`config.mk`:
```
export PLATFORM = sky130hd
export DESIGN_NAME = projectile_move_multi
export DESIGN_NICKNAME = d
export VERILOG_FILES = /design/src/rtl/projectile_move_multi.sv
export SDC_FILE = /design/constraint.sdc
export NUM_CORES = 1
export LEC_CHECK = 0
export BUFFER_PORTS_ARGS = -buffer_cell sky130_fd_sc_hd__buf_2
export CAP_MARGIN = 20
export CELL_PAD_IN_SITES_DETAIL_PLACEMENT = 1
export CELL_PAD_IN_SITES_GLOBAL_PLACEMENT = 2
export CORE_MARGIN = 3
export CORE_UTILIZATION = 30
export CTS_CLUSTER_DIAMETER = 100
export CTS_CLUSTER_SIZE = 14
export DETAILED_ROUTE_END_ITERATION = 12
export PLACE_DENSITY = 0.73
export SYNTH_ARGS = -nofsm -noshare
export SYNTH_HDL_FRONTEND = slang
export SYNTH_SLANG_ARGS = --single-unit
```
`constraint.sdc`:
```
create_clock -name clk -period 11.2 [get_ports clk]
set_clock_uncertainty 0.05 [all_clocks]
set_input_delay 2.24 -clock clk [delete_from_list [all_inputs] [get_ports clk]]
set_output_delay 2.24 -clock clk [all_outputs]
set_load 0.02 [all_outputs]
```
`src/rtl/projectile_move_multi.sv`:
```
// -----------------------------------------------------------------------------
// projectile_move_multi
//   Multi-slot projectile trajectory engine. Each of NUM_SHOTS slots holds a
//   fixed-point (1/2^FRAC_BITS pixel) position and speed. Once per frame every
//   flying slot integrates its position, gains gravity (saturating at
//   MAX_Y_SPEED), and retires when it leaves the playfield. Edge hits reported
//   by the collision logic either retire the slot (BOUNCE_MODE = 0) or reflect
//   its speed (BOUNCE_MODE = 1).
//
// Ports
//   clk           system clock
//   resetN        asynchronous active-low reset
//   startOfFrame  one-clk pulse per frame; triggers integration
//   fire          launch request, sampled every clk
//   hold          freezes integration (position and speed) while high
//   clearAll      synchronous retire of every slot; blocks fire that clk
//   HitEdgeCode   per slot {Left,Top,Right,Bottom}, slot i at [4i+3:4i]
//   topLeftX/Y    per slot 11-bit signed pixel position (floor of fixed point)
//   active        per slot, 1 = in flight
//   fireAck       one-clk registered pulse when a launch is accepted
//   slotsFull     all slots in flight
// -----------------------------------------------------------------------------
module projectile_move_multi #(
    parameter int NUM_SHOTS       = 4,
    parameter int FRAC_BITS       = 6,
    parameter int INITIAL_X       = 610,
    parameter int INITIAL_Y       = 385,
    parameter int INITIAL_X_SPEED = -80,
    parameter int INITIAL_Y_SPEED = 5,
    parameter int Y_ACCEL         = 1,
    parameter int MAX_Y_SPEED     = 230,
    parameter int X_FRAME_MAX     = 635,
    parameter int Y_FRAME_MAX     = 400,
    parameter int BOUNCE_MODE     = 0
) (
    input  logic                     clk,
    input  logic                     resetN,
    input  logic                     startOfFrame,
    input  logic                     fire,
    input  logic                     hold,
    input  logic                     clearAll,
    input  logic [4*NUM_SHOTS-1:0]   HitEdgeCode,
    output logic [11*NUM_SHOTS-1:0]  topLeftX,
    output logic [11*NUM_SHOTS-1:0]  topLeftY,
    output logic [NUM_SHOTS-1:0]     active,
    output logic                     fireAck,
    output logic                     slotsFull
);

    typedef enum logic {IDLE = 1'b0, FLY = 1'b1} state_t;

    localparam int          INIT_X_FP  = INITIAL_X * (2 ** FRAC_BITS);
    localparam int          INIT_Y_FP  = INITIAL_Y * (2 ** FRAC_BITS);
    localparam int          X_LIMIT_FP = X_FRAME_MAX * (2 ** FRAC_BITS);
    localparam int          Y_LIMIT_FP = Y_FRAME_MAX * (2 ** FRAC_BITS);
    localparam logic [10:0] INIT_X_PIX = 11'(INITIAL_X);
    localparam logic [10:0] INIT_Y_PIX = 11'(INITIAL_Y);

    state_t             state_q   [NUM_SHOTS];
    state_t             state_d   [NUM_SHOTS];
    logic signed [31:0] pos_x_q   [NUM_SHOTS];
    logic signed [31:0] pos_x_d   [NUM_SHOTS];
    logic signed [31:0] pos_y_q   [NUM_SHOTS];
    logic signed [31:0] pos_y_d   [NUM_SHOTS];
    logic signed [31:0] x_spd_q   [NUM_SHOTS];
    logic signed [31:0] x_spd_d   [NUM_SHOTS];
    logic signed [31:0] y_spd_q   [NUM_SHOTS];
    logic signed [31:0] y_spd_d   [NUM_SHOTS];
    logic               fire_ack_q;
    logic               fire_ack_d;

    logic               found_s;
    int                 launch_idx_s;
    logic [3:0]         hit_s;
    logic signed [31:0] xs_s;
    logic signed [31:0] ys_s;
    logic signed [31:0] nx_s;
    logic signed [31:0] ny_s;
    logic signed [31:0] shx_s;
    logic signed [31:0] shy_s;

    function automatic logic signed [31:0] abs32(input logic signed [31:0] v);
        if (v < 32'sd0) begin
            return -v;
        end else begin
            return v;
        end
    endfunction

    // Next-state logic: launch allocation, edge response, frame integration
    always_comb begin
        state_d      = state_q;
        pos_x_d      = pos_x_q;
        pos_y_d      = pos_y_q;
        x_spd_d      = x_spd_q;
        y_spd_d      = y_spd_q;
        fire_ack_d   = 1'b0;
        found_s      = 1'b0;
        launch_idx_s = 0;
        hit_s        = 4'b0000;
        xs_s         = 32'sd0;
        ys_s         = 32'sd0;
        nx_s         = 32'sd0;
        ny_s         = 32'sd0;

        // Lowest-index idle slot is the launch candidate
        for (int s = 0; s < NUM_SHOTS; s++) begin
            if (!found_s && (state_q[s] == IDLE)) begin
                found_s      = 1'b1;
                launch_idx_s = s;
            end else begin
                found_s      = found_s;
            end
        end

        if (clearAll) begin
            for (int s = 0; s < NUM_SHOTS; s++) begin
                state_d[s] = IDLE;
                pos_x_d[s] = INIT_X_FP;
                pos_y_d[s] = INIT_Y_FP;
                x_spd_d[s] = 32'sd0;
                y_spd_d[s] = 32'sd0;
            end
        end else begin
            fire_ack_d = fire && found_s;
            for (int s = 0; s < NUM_SHOTS; s++) begin
                hit_s = HitEdgeCode[4*s +: 4];
                if (state_q[s] == IDLE) begin
                    // Idle slots ignore hits; a fresh launch skips this frame's integration
                    if (fire && found_s && (launch_idx_s == s)) begin
                        state_d[s] = FLY;
                        pos_x_d[s] = INIT_X_FP;
                        pos_y_d[s] = INIT_Y_FP;
                        x_spd_d[s] = INITIAL_X_SPEED;
                        y_spd_d[s] = INITIAL_Y_SPEED;
                    end else begin
                        state_d[s] = IDLE;
                    end
                end else if ((BOUNCE_MODE == 0) && (hit_s != 4'b0000)) begin
                    // Edge kill beats integration
                    state_d[s] = IDLE;
                    pos_x_d[s] = INIT_X_FP;
                    pos_y_d[s] = INIT_Y_FP;
                    x_spd_d[s] = 32'sd0;
                    y_spd_d[s] = 32'sd0;
                end else begin
                    xs_s = x_spd_q[s];
                    ys_s = y_spd_q[s];
                    // Reflection forces a sign, so a hit lasting several clks is harmless;
                    // opposite edges together leave that axis alone.
                    if (BOUNCE_MODE != 0) begin
                        if (hit_s[3] && !hit_s[1]) begin
                            xs_s = abs32(xs_s);
                        end else if (hit_s[1] && !hit_s[3]) begin
                            xs_s = -abs32(xs_s);
                        end else begin
                            xs_s = xs_s;
                        end
                        if (hit_s[2] && !hit_s[0]) begin
                            ys_s = abs32(ys_s);
                        end else if (hit_s[0] && !hit_s[2]) begin
                            ys_s = -abs32(ys_s);
                        end else begin
                            ys_s = ys_s;
                        end
                    end else begin
                        xs_s = xs_s;
                    end

                    if (startOfFrame && !hold) begin
                        // Position uses the pre-update speed; gravity lands on the reflected speed
                        nx_s = pos_x_q[s] + x_spd_q[s];
                        ny_s = pos_y_q[s] + y_spd_q[s];
                        ys_s = (ys_s < MAX_Y_SPEED) ? (ys_s + Y_ACCEL) : MAX_Y_SPEED;
                        if ((nx_s < 32'sd0) || (nx_s > X_LIMIT_FP) || (ny_s > Y_LIMIT_FP)) begin
                            state_d[s] = IDLE;
                            pos_x_d[s] = INIT_X_FP;
                            pos_y_d[s] = INIT_Y_FP;
                            x_spd_d[s] = 32'sd0;
                            y_spd_d[s] = 32'sd0;
                        end else begin
                            pos_x_d[s] = nx_s;
                            pos_y_d[s] = ny_s;
                            x_spd_d[s] = xs_s;
                            y_spd_d[s] = ys_s;
                        end
                    end else begin
                        x_spd_d[s] = xs_s;
                        y_spd_d[s] = ys_s;
                    end
                end
            end
        end
    end

    // Slot state, fixed-point kinematics and launch acknowledge registers
    always_ff @(posedge clk or negedge resetN) begin
        if (!resetN) begin
            for (int s = 0; s < NUM_SHOTS; s++) begin
                state_q[s] <= IDLE;
                pos_x_q[s] <= INIT_X_FP;
                pos_y_q[s] <= INIT_Y_FP;
                x_spd_q[s] <= 32'sd0;
                y_spd_q[s] <= 32'sd0;
            end
            fire_ack_q <= 1'b0;
        end else begin
            state_q    <= state_d;
            pos_x_q    <= pos_x_d;
            pos_y_q    <= pos_y_d;
            x_spd_q    <= x_spd_d;
            y_spd_q    <= y_spd_d;
            fire_ack_q <= fire_ack_d;
        end
    end

    // Pixel outputs: arithmetic shift floors toward -inf before truncation to 11 bits
    always_comb begin
        shx_s = 32'sd0;
        shy_s = 32'sd0;
        for (int s = 0; s < NUM_SHOTS; s++) begin
            shx_s     = pos_x_q[s] >>> FRAC_BITS;
            shy_s     = pos_y_q[s] >>> FRAC_BITS;
            active[s] = (state_q[s] == FLY);
            if (state_q[s] == FLY) begin
                topLeftX[11*s +: 11] = shx_s[10:0];
                topLeftY[11*s +: 11] = shy_s[10:0];
            end else begin
                topLeftX[11*s +: 11] = INIT_X_PIX;
                topLeftY[11*s +: 11] = INIT_Y_PIX;
            end
        end
    end

    assign slotsFull = &active;
    assign fireAck   = fire_ack_q;

endmodule

```
* After elaboration in Yosys (flattened, before gate mapping)
Cells that the tools add are included.
** Operators by class
- Bitwise gates (word level) :: 3
- Add/subtract/negate cells :: 12
- Reduce and logical (&&, ||, !) cells :: 38
- $lt $le $gt $ge :: 16
- Equal/unequal tests :: 11
- Muxes and demuxes :: 125
** Operators with widths (count)
- $mux W32 :: 84
- $mux W128 :: 4
- $add A32 B32 Y32 :: 8
- $add A32 B2 Y32 const B :: 4
- $gt A32 B16 Y1 const B :: 4
- $gt A32 B17 Y1 const B :: 4
- $lt A32 B1 Y1 const B :: 4
- $lt A32 B9 Y1 const B :: 4
- $mux W11 :: 8
- $eq A32 B3 Y1 const B :: 2
- $eq A32 B2 Y1 const B :: 1
- $logic_not A32 Y1 :: 1
- $ne A4 B2 Y1 const B :: 8
- $mux W1 :: 26
- $reduce_bool A4 Y1 :: 4
- $reduce_and A3 Y1 :: 4
- $reduce_bool A3 Y1 :: 4
- $logic_and A1 B1 Y1 :: 9
- $logic_or A1 B1 Y1 :: 8
- $reduce_and A2 Y1 :: 4
- $mux W2 :: 2
- $mux W4 :: 1
- $reduce_and A4 Y1 :: 1
- $logic_not A1 Y1 :: 3
- $not A1 Y1 :: 3
** Word-level totals
- Input bits :: 22
- Register bits after elaboration :: 517
- Output and inout bits :: 94
- Word-level logic and storage cells :: 226

* Longest topological paths before layout
- Depth after elaboration :: 14
- Mapped depth :: 17
- Depth with buffers taken out :: 15

* Worst setup path after synthesis
Ideal clock, no wire load.
- Path type :: input-to-reg
- Start :: input HitEdgeCode[1]
- End :: register y_spd_q[113] (netlist bit)
- Cell stages on the path :: 13
- Arrival :: 5299 ps
- Setup slack :: 5782 ps
- Path through :: nor4_1 -> and3_1 -> o2111ai_1 -> a211o_1 -> a2111oi_0 -> nand3_1 -> or4_1 -> nor4_4 -> and3_1 -> buf_2 -> buf_2 -> nand3b_1 -> nand3_1
** On the way
- Cells in the longest elaborated chain, start to end :: 4
** RTL lines
- from (decl) :: line 42 : input logic [4*NUM_SHOTS-1:0] HitEdgeCode,
- $reduce_bool A4 Y1 (*) :: line 139 : end else if ((BOUNCE_MODE == 0) && (hit_s != 4'b0000)) begin
- $mux W32 :: line 139
- $mux W32 :: line 128 : if (state_q[s] == IDLE) begin
- $mux W128 :: line 116 : if (clearAll) begin
- to (signal assigned) :: line 212 : y_spd_q <= y_spd_d;
- to (decl) :: line 67 : logic signed [31:0] y_spd_q [NUM_SHOTS];
Every way passes the cells marked *; elsewhere a longest branch is shown, timed or not.
A chain may end at the register's enable or synchronous reset.

* Final worst setup path
- Start :: input HitEdgeCode[1]
- End :: register y_spd_q[127] (netlist bit)
Same word-level chain as after synthesis.

==> impl_metrics.xml <==
<?xml version="1.0" encoding="UTF-8"?>
<metrics>
  <group name="outcome">
    <metric name="status" unit="">completed</metric>
  </group>
  <group name="routing">
    <metric name="drt_first_iter_violations" unit="">1475</metric>
    <metric name="detailroute.via_count" unit="">28365</metric>
    <metric name="avgViaCountPerCell" unit="">5.491</metric>
    <metric name="drcViolationCount" unit="">0</metric>
    <metric name="ant_nets_after_route" unit="">0</metric>
    <metric name="drt_wl_total" unit="µm">99060</metric>
    <metric name="route.detailed.wl_per_inst" unit="µm">19.18</metric>
    <metric name="wl_met3" unit="µm">2101</metric>
    <metric name="detailroute.wirelength.met2" unit="µm">46560</metric>
    <metric name="met1Wirelength" unit="µm">48540</metric>
    <metric name="number_of_detailed_route_iterations_in_the_first_pass" unit="">5</metric>
    <metric name="highest_layer" unit="">met5</metric>
  </group>
  <group name="worst_setup_path">
    <metric name="timing_worst_setup_path_type" unit="">in2reg</metric>
    <metric name="worst-path-max-fanout" unit="">37</metric>
    <metric name="timing.critical_path.slowest_stage_cell" unit="">nor4_4</metric>
    <metric name="r2r_cells" unit="">12</metric>
    <metric name="timing.critical_path.cells" unit="">buf_2 -&gt; nor4_1 -&gt; and3_1 -&gt; o2111ai_1 -&gt; a211o_1 -&gt; a2111oi_0 -&gt; nand3_1 -&gt; or4_1 -&gt; nor4_4 -&gt; and3_1 -&gt; buf_4 -&gt; o21ai_0 -&gt; a21boi_0</metric>
    <metric name="timing.critical_path.arrival" unit="ns">6.24</metric>
    <metric name="start_kind" unit="">primary input</metric>
    <metric name="crit_start" unit="">HitEdgeCode[1]</metric>
    <metric name="end_kind" unit="">flop</metric>
    <metric name="r2r_slack" unit="ns">5.50</metric>
    <metric name="worst_path_most_repeated_cell" unit="">and3_1</metric>
    <metric name="critical_path.reg2reg.startpoint" unit="">y_spd_q[34]</metric>
    <metric name="worst_r2r_endpoint" unit="">y_spd_q[53]</metric>
    <metric name="critPathMaxStageDelay" unit="ns">0.63</metric>
    <metric name="crit_required" unit="ns">11.66</metric>
  </group>
  <group name="global_route">
    <metric name="grt_usage" unit="%">18.30</metric>
    <metric name="wire_length_of_the_first_global_routing_pass" unit="µm">163100</metric>
    <metric name="grt_antenna_before_repair" unit="">1</metric>
    <metric name="largest_net_degree_at_the_start_of_global_routing" unit="">125</metric>
    <metric name="grt.overflow.total" unit="">0</metric>
    <metric name="number_of_global_route_vias_before_repair" unit="">29577</metric>
  </group>
  <group name="sta">
    <metric name="timing.final.crit_period" unit="ns">5.780</metric>
    <metric name="worst_slew_margin_rel" unit="%">34.64</metric>
    <metric name="finalSetupViolCount" unit="">0</metric>
    <metric name="slew_at_the_pin_closest_to_its_max_slew_limit" unit="ns">0.9768</metric>
    <metric name="final_hold_viol_count" unit="">0</metric>
    <metric name="grt_setup_unrepaired" unit="">false</metric>
    <metric name="fin_tns_setup" unit="ns">0</metric>
    <metric name="report.final.slew_viol_count" unit="">0</metric>
    <metric name="maxClockFrequency" unit="MHz">173.0</metric>
    <metric name="final_min_period_over_clock_period" unit="%">51.61</metric>
  </group>
  <group name="clock_network">
    <metric name="cts.hold.buffers_added" unit="">0</metric>
    <metric name="path_clk_slew" unit="ns">0.07</metric>
    <metric name="clock_insertion_delay_worst_skew" unit="ns">0.59</metric>
    <metric name="cts_max_path_buffers" unit="">3</metric>
    <metric name="ctsResizeCount" unit="">0</metric>
    <metric name="clock-root-buffer" unit="">clkbuf_16</metric>
    <metric name="htreeDepth" unit="">2</metric>
    <metric name="cts.repair_timing.setup_buffer_count" unit="">0</metric>
    <metric name="clock-sinks" unit="">377</metric>
    <metric name="tritoncts" unit="">built</metric>
    <metric name="cts_buffers" unit="">36</metric>
  </group>
  <group name="logic_synthesis">
    <metric name="ys.flop_type" unit="">dfrtp_1</metric>
    <metric name="synth_largest_type_area_fraction" unit="%">28.14</metric>
    <metric name="postSynthNetCount" unit="">4037</metric>
    <metric name="syn_area" unit="µm²">31040</metric>
    <metric name="yosys-top-cells-area" unit="">dfrtp_1 28%, ha_1 9.4%, nand2_1 5.8%</metric>
    <metric name="synth_seq_area_share" unit="%">30.51</metric>
    <metric name="postSynth.asyncResetShare" unit="%">100.0</metric>
    <metric name="yosys_warns" unit="">0</metric>
    <metric name="synth_enable_flop_cells" unit="">0</metric>
    <metric name="synth_area_leader_cell" unit="">dfrtp_1</metric>
    <metric name="syn-mean-instance-area" unit="µm²">8.222</metric>
    <metric name="synth.distinct_cells" unit="">102</metric>
    <metric name="syn_inst" unit="">3775</metric>
    <metric name="synth.ff_latch_count" unit="">377</metric>
  </group>
  <group name="layout">
    <metric name="nNetsFinal" unit="">4034</metric>
    <metric name="area_growth_syn_to_layout" unit="%">9.699</metric>
    <metric name="drive_above_1_share" unit="%">8.610</metric>
    <metric name="number_of_non_filler_instances_in_the_completed_layout" unit="">5166</metric>
    <metric name="insertedDiodeCount" unit="">0</metric>
  </group>
  <group name="die">
    <metric name="core_area" unit="µm²">102200</metric>
    <metric name="rows" unit="">117</metric>
    <metric name="floorplan.die_area" unit="µm²">107400</metric>
    <metric name="initial_core_utilization" unit="%">30.38</metric>
    <metric name="die_h" unit="µm">327.7</metric>
    <metric name="boundaryPins" unit="">116</metric>
    <metric name="x_dimension_of_the_die" unit="µm">327.7</metric>
  </group>
  <group name="placement">
    <metric name="gp_congestion" unit="">0.8140</metric>
    <metric name="dpl.hpwl" unit="µm">71750</metric>
    <metric name="post-place-cells" unit="">5102</metric>
    <metric name="port_buffers" unit="">115</metric>
  </group>
  <group name="pwr">
    <metric name="powerDensity" unit="nW/µm²">84.65</metric>
    <metric name="cellLeakagePower" unit="nW">15.11</metric>
    <metric name="p_total" unit="mW">2.882</metric>
    <metric name="power.ir.vdd_worst" unit="V">0.00007594</metric>
  </group>
  <group name="min_path">
    <metric name="hp-class" unit="">reg2reg</metric>
    <metric name="timing.hold.worst.start" unit="">pos_y_q[34]</metric>
    <metric name="min_to" unit="">pos_y_q[34]</metric>
    <metric name="hold_depth" unit="">2</metric>
  </group>
  <group name="run">
    <metric name="cap_viol_max_count" unit="">0</metric>
  </group>
</metrics>
[stage by stage]
stage | hold WS (ns) | worst slack, ns | utilization (%) | cell area (µm²)
5_1_grt | 0.4566 | 5.065 | 33.32 | 34050
6_report | 0.4375 | 5.420 | 33.32 | 34050
4_1_cts | 0.4418 | 5.467 | 33.32 | 34050
3_5_place_dp | 0.4248 | 4.836 | 32.21 | 32910
3_3_place_gp | 0.4165 | 5.033 | 32.21 | 32910
2_1_floorplan | 0.4051 | 5.782 | - | 31040
[state kept, by name (all words and copies together), names as in the netlist]
register,cells
fireAck,1
y_spd_q,128
x_spd_q,4
active,4
pos_x_q,112
pos_y_q,128
[power by group]
part           switching [mW]  internal [mW]
registers             0.00460           1.36
clock network           0.624          0.684
logic                   0.151         0.0548
total                   0.780           2.10
[routing by layer]
layer,vias to the layer above,track usage [%]
li1,14045,-
met1,14010,25.09
met2,216,30.93
met3,92,1.889
met5,-,0
met4,2,4.272
[cell usage in the layout (no fill, tap or decap), drive strengths merged, types with 15 or more instances in the layout]
master | netlist | layout
o31ai | 139 | 139
and2 | 146 | 146
inv | 73 | 75
a21oi | 268 | 268
nor3b | 21 | 21
nand3b | 23 | 23
clkbuf | 161 | 55
nor2b | 26 | 26
nand4 | 82 | 82
o22ai | 18 | 18
or2 | 27 | 27
ha | 232 | 232
a21boi | 16 | 16
a2111oi | 20 | 20
a211oi | 32 | 32
buf | 29 | 149
a21o | 137 | 137
o21bai | 26 | 26
nor4 | 61 | 61
xor2 | 92 | 92
a31o | 28 | 28
o21ai | 215 | 215
or4 | 15 | 15
dfrtp | 349 | 349
dfstp | 28 | 28
o22a | 15 | 15
and3 | 54 | 54
a31oi | 56 | 56
or3 | 37 | 37
nand2 | 484 | 484
a22o | 31 | 31
o211ai | 49 | 49
xnor2 | 93 | 93
nand2b | 50 | 50
o21a | 29 | 29
nor2 | 224 | 224
nand3 | 160 | 160
nor3 | 62 | 62
[area by class of cell]
cell class                 instances  area (µm²)
inverter                          73       274.0
timing repair buffer             149       865.8
multi-input combinational       3135       20590
clock inverter                     9       115.1
tap                             1368        1712
sequential                       377        9469
fill                           12258       68130
clock buffer                      55        1023
[logic make-up (layout without fill, tap and decap cells)]
family,after synthesis,in the layout,share of synthesized area (%)
AOI/OAI and AO/OA,1201,1201,26.31
xor gates and xnor gates,185,185,5.220
adders and majority gates,240,240,9.868
buffers and inverters,263,286,3.370
DFF,377,377,30.51
muxes,10,10,0.3306
and+or+nand+nor,1499,1499,24.39
[critical path, delay by kind of cell]
kind	cells	cell delay (ns)
simple gates	6	2.44
compound gates	5	1.09
buf+inv	2	0.44
[how the worst max path moves through the flow]
stage                     slack, ns  cells past startpoint            to
final                          5.42                     13  y_spd_q[127]
after floorplan                5.78                     13  y_spd_q[113]
after detailed placement       4.84                     13  pos_y_q[117]
after CTS                      5.47                     13  y_spd_q[127]
after global routing           5.06                     13  y_spd_q[127]
after global placement         5.03                     13  pos_x_q[102]
[Yosys cell counts (57+ instances only)]
cell type / number
nor3_1: 61
nor4_1: 57
nand2_1: 483
o21ai_0: 210
o31ai_1: 135
a21oi_1: 268
nand3_1: 158
xor2_1: 92
ha_1: 232
inv_1: 73
a21o_1: 137
nor2_1: 224
and2_1: 146
xnor2_1: 93
clkbuf_1: 159
nand4_1: 81
dfrtp_1: 349
No activity file was read; power rests on OpenSTA's default activity.
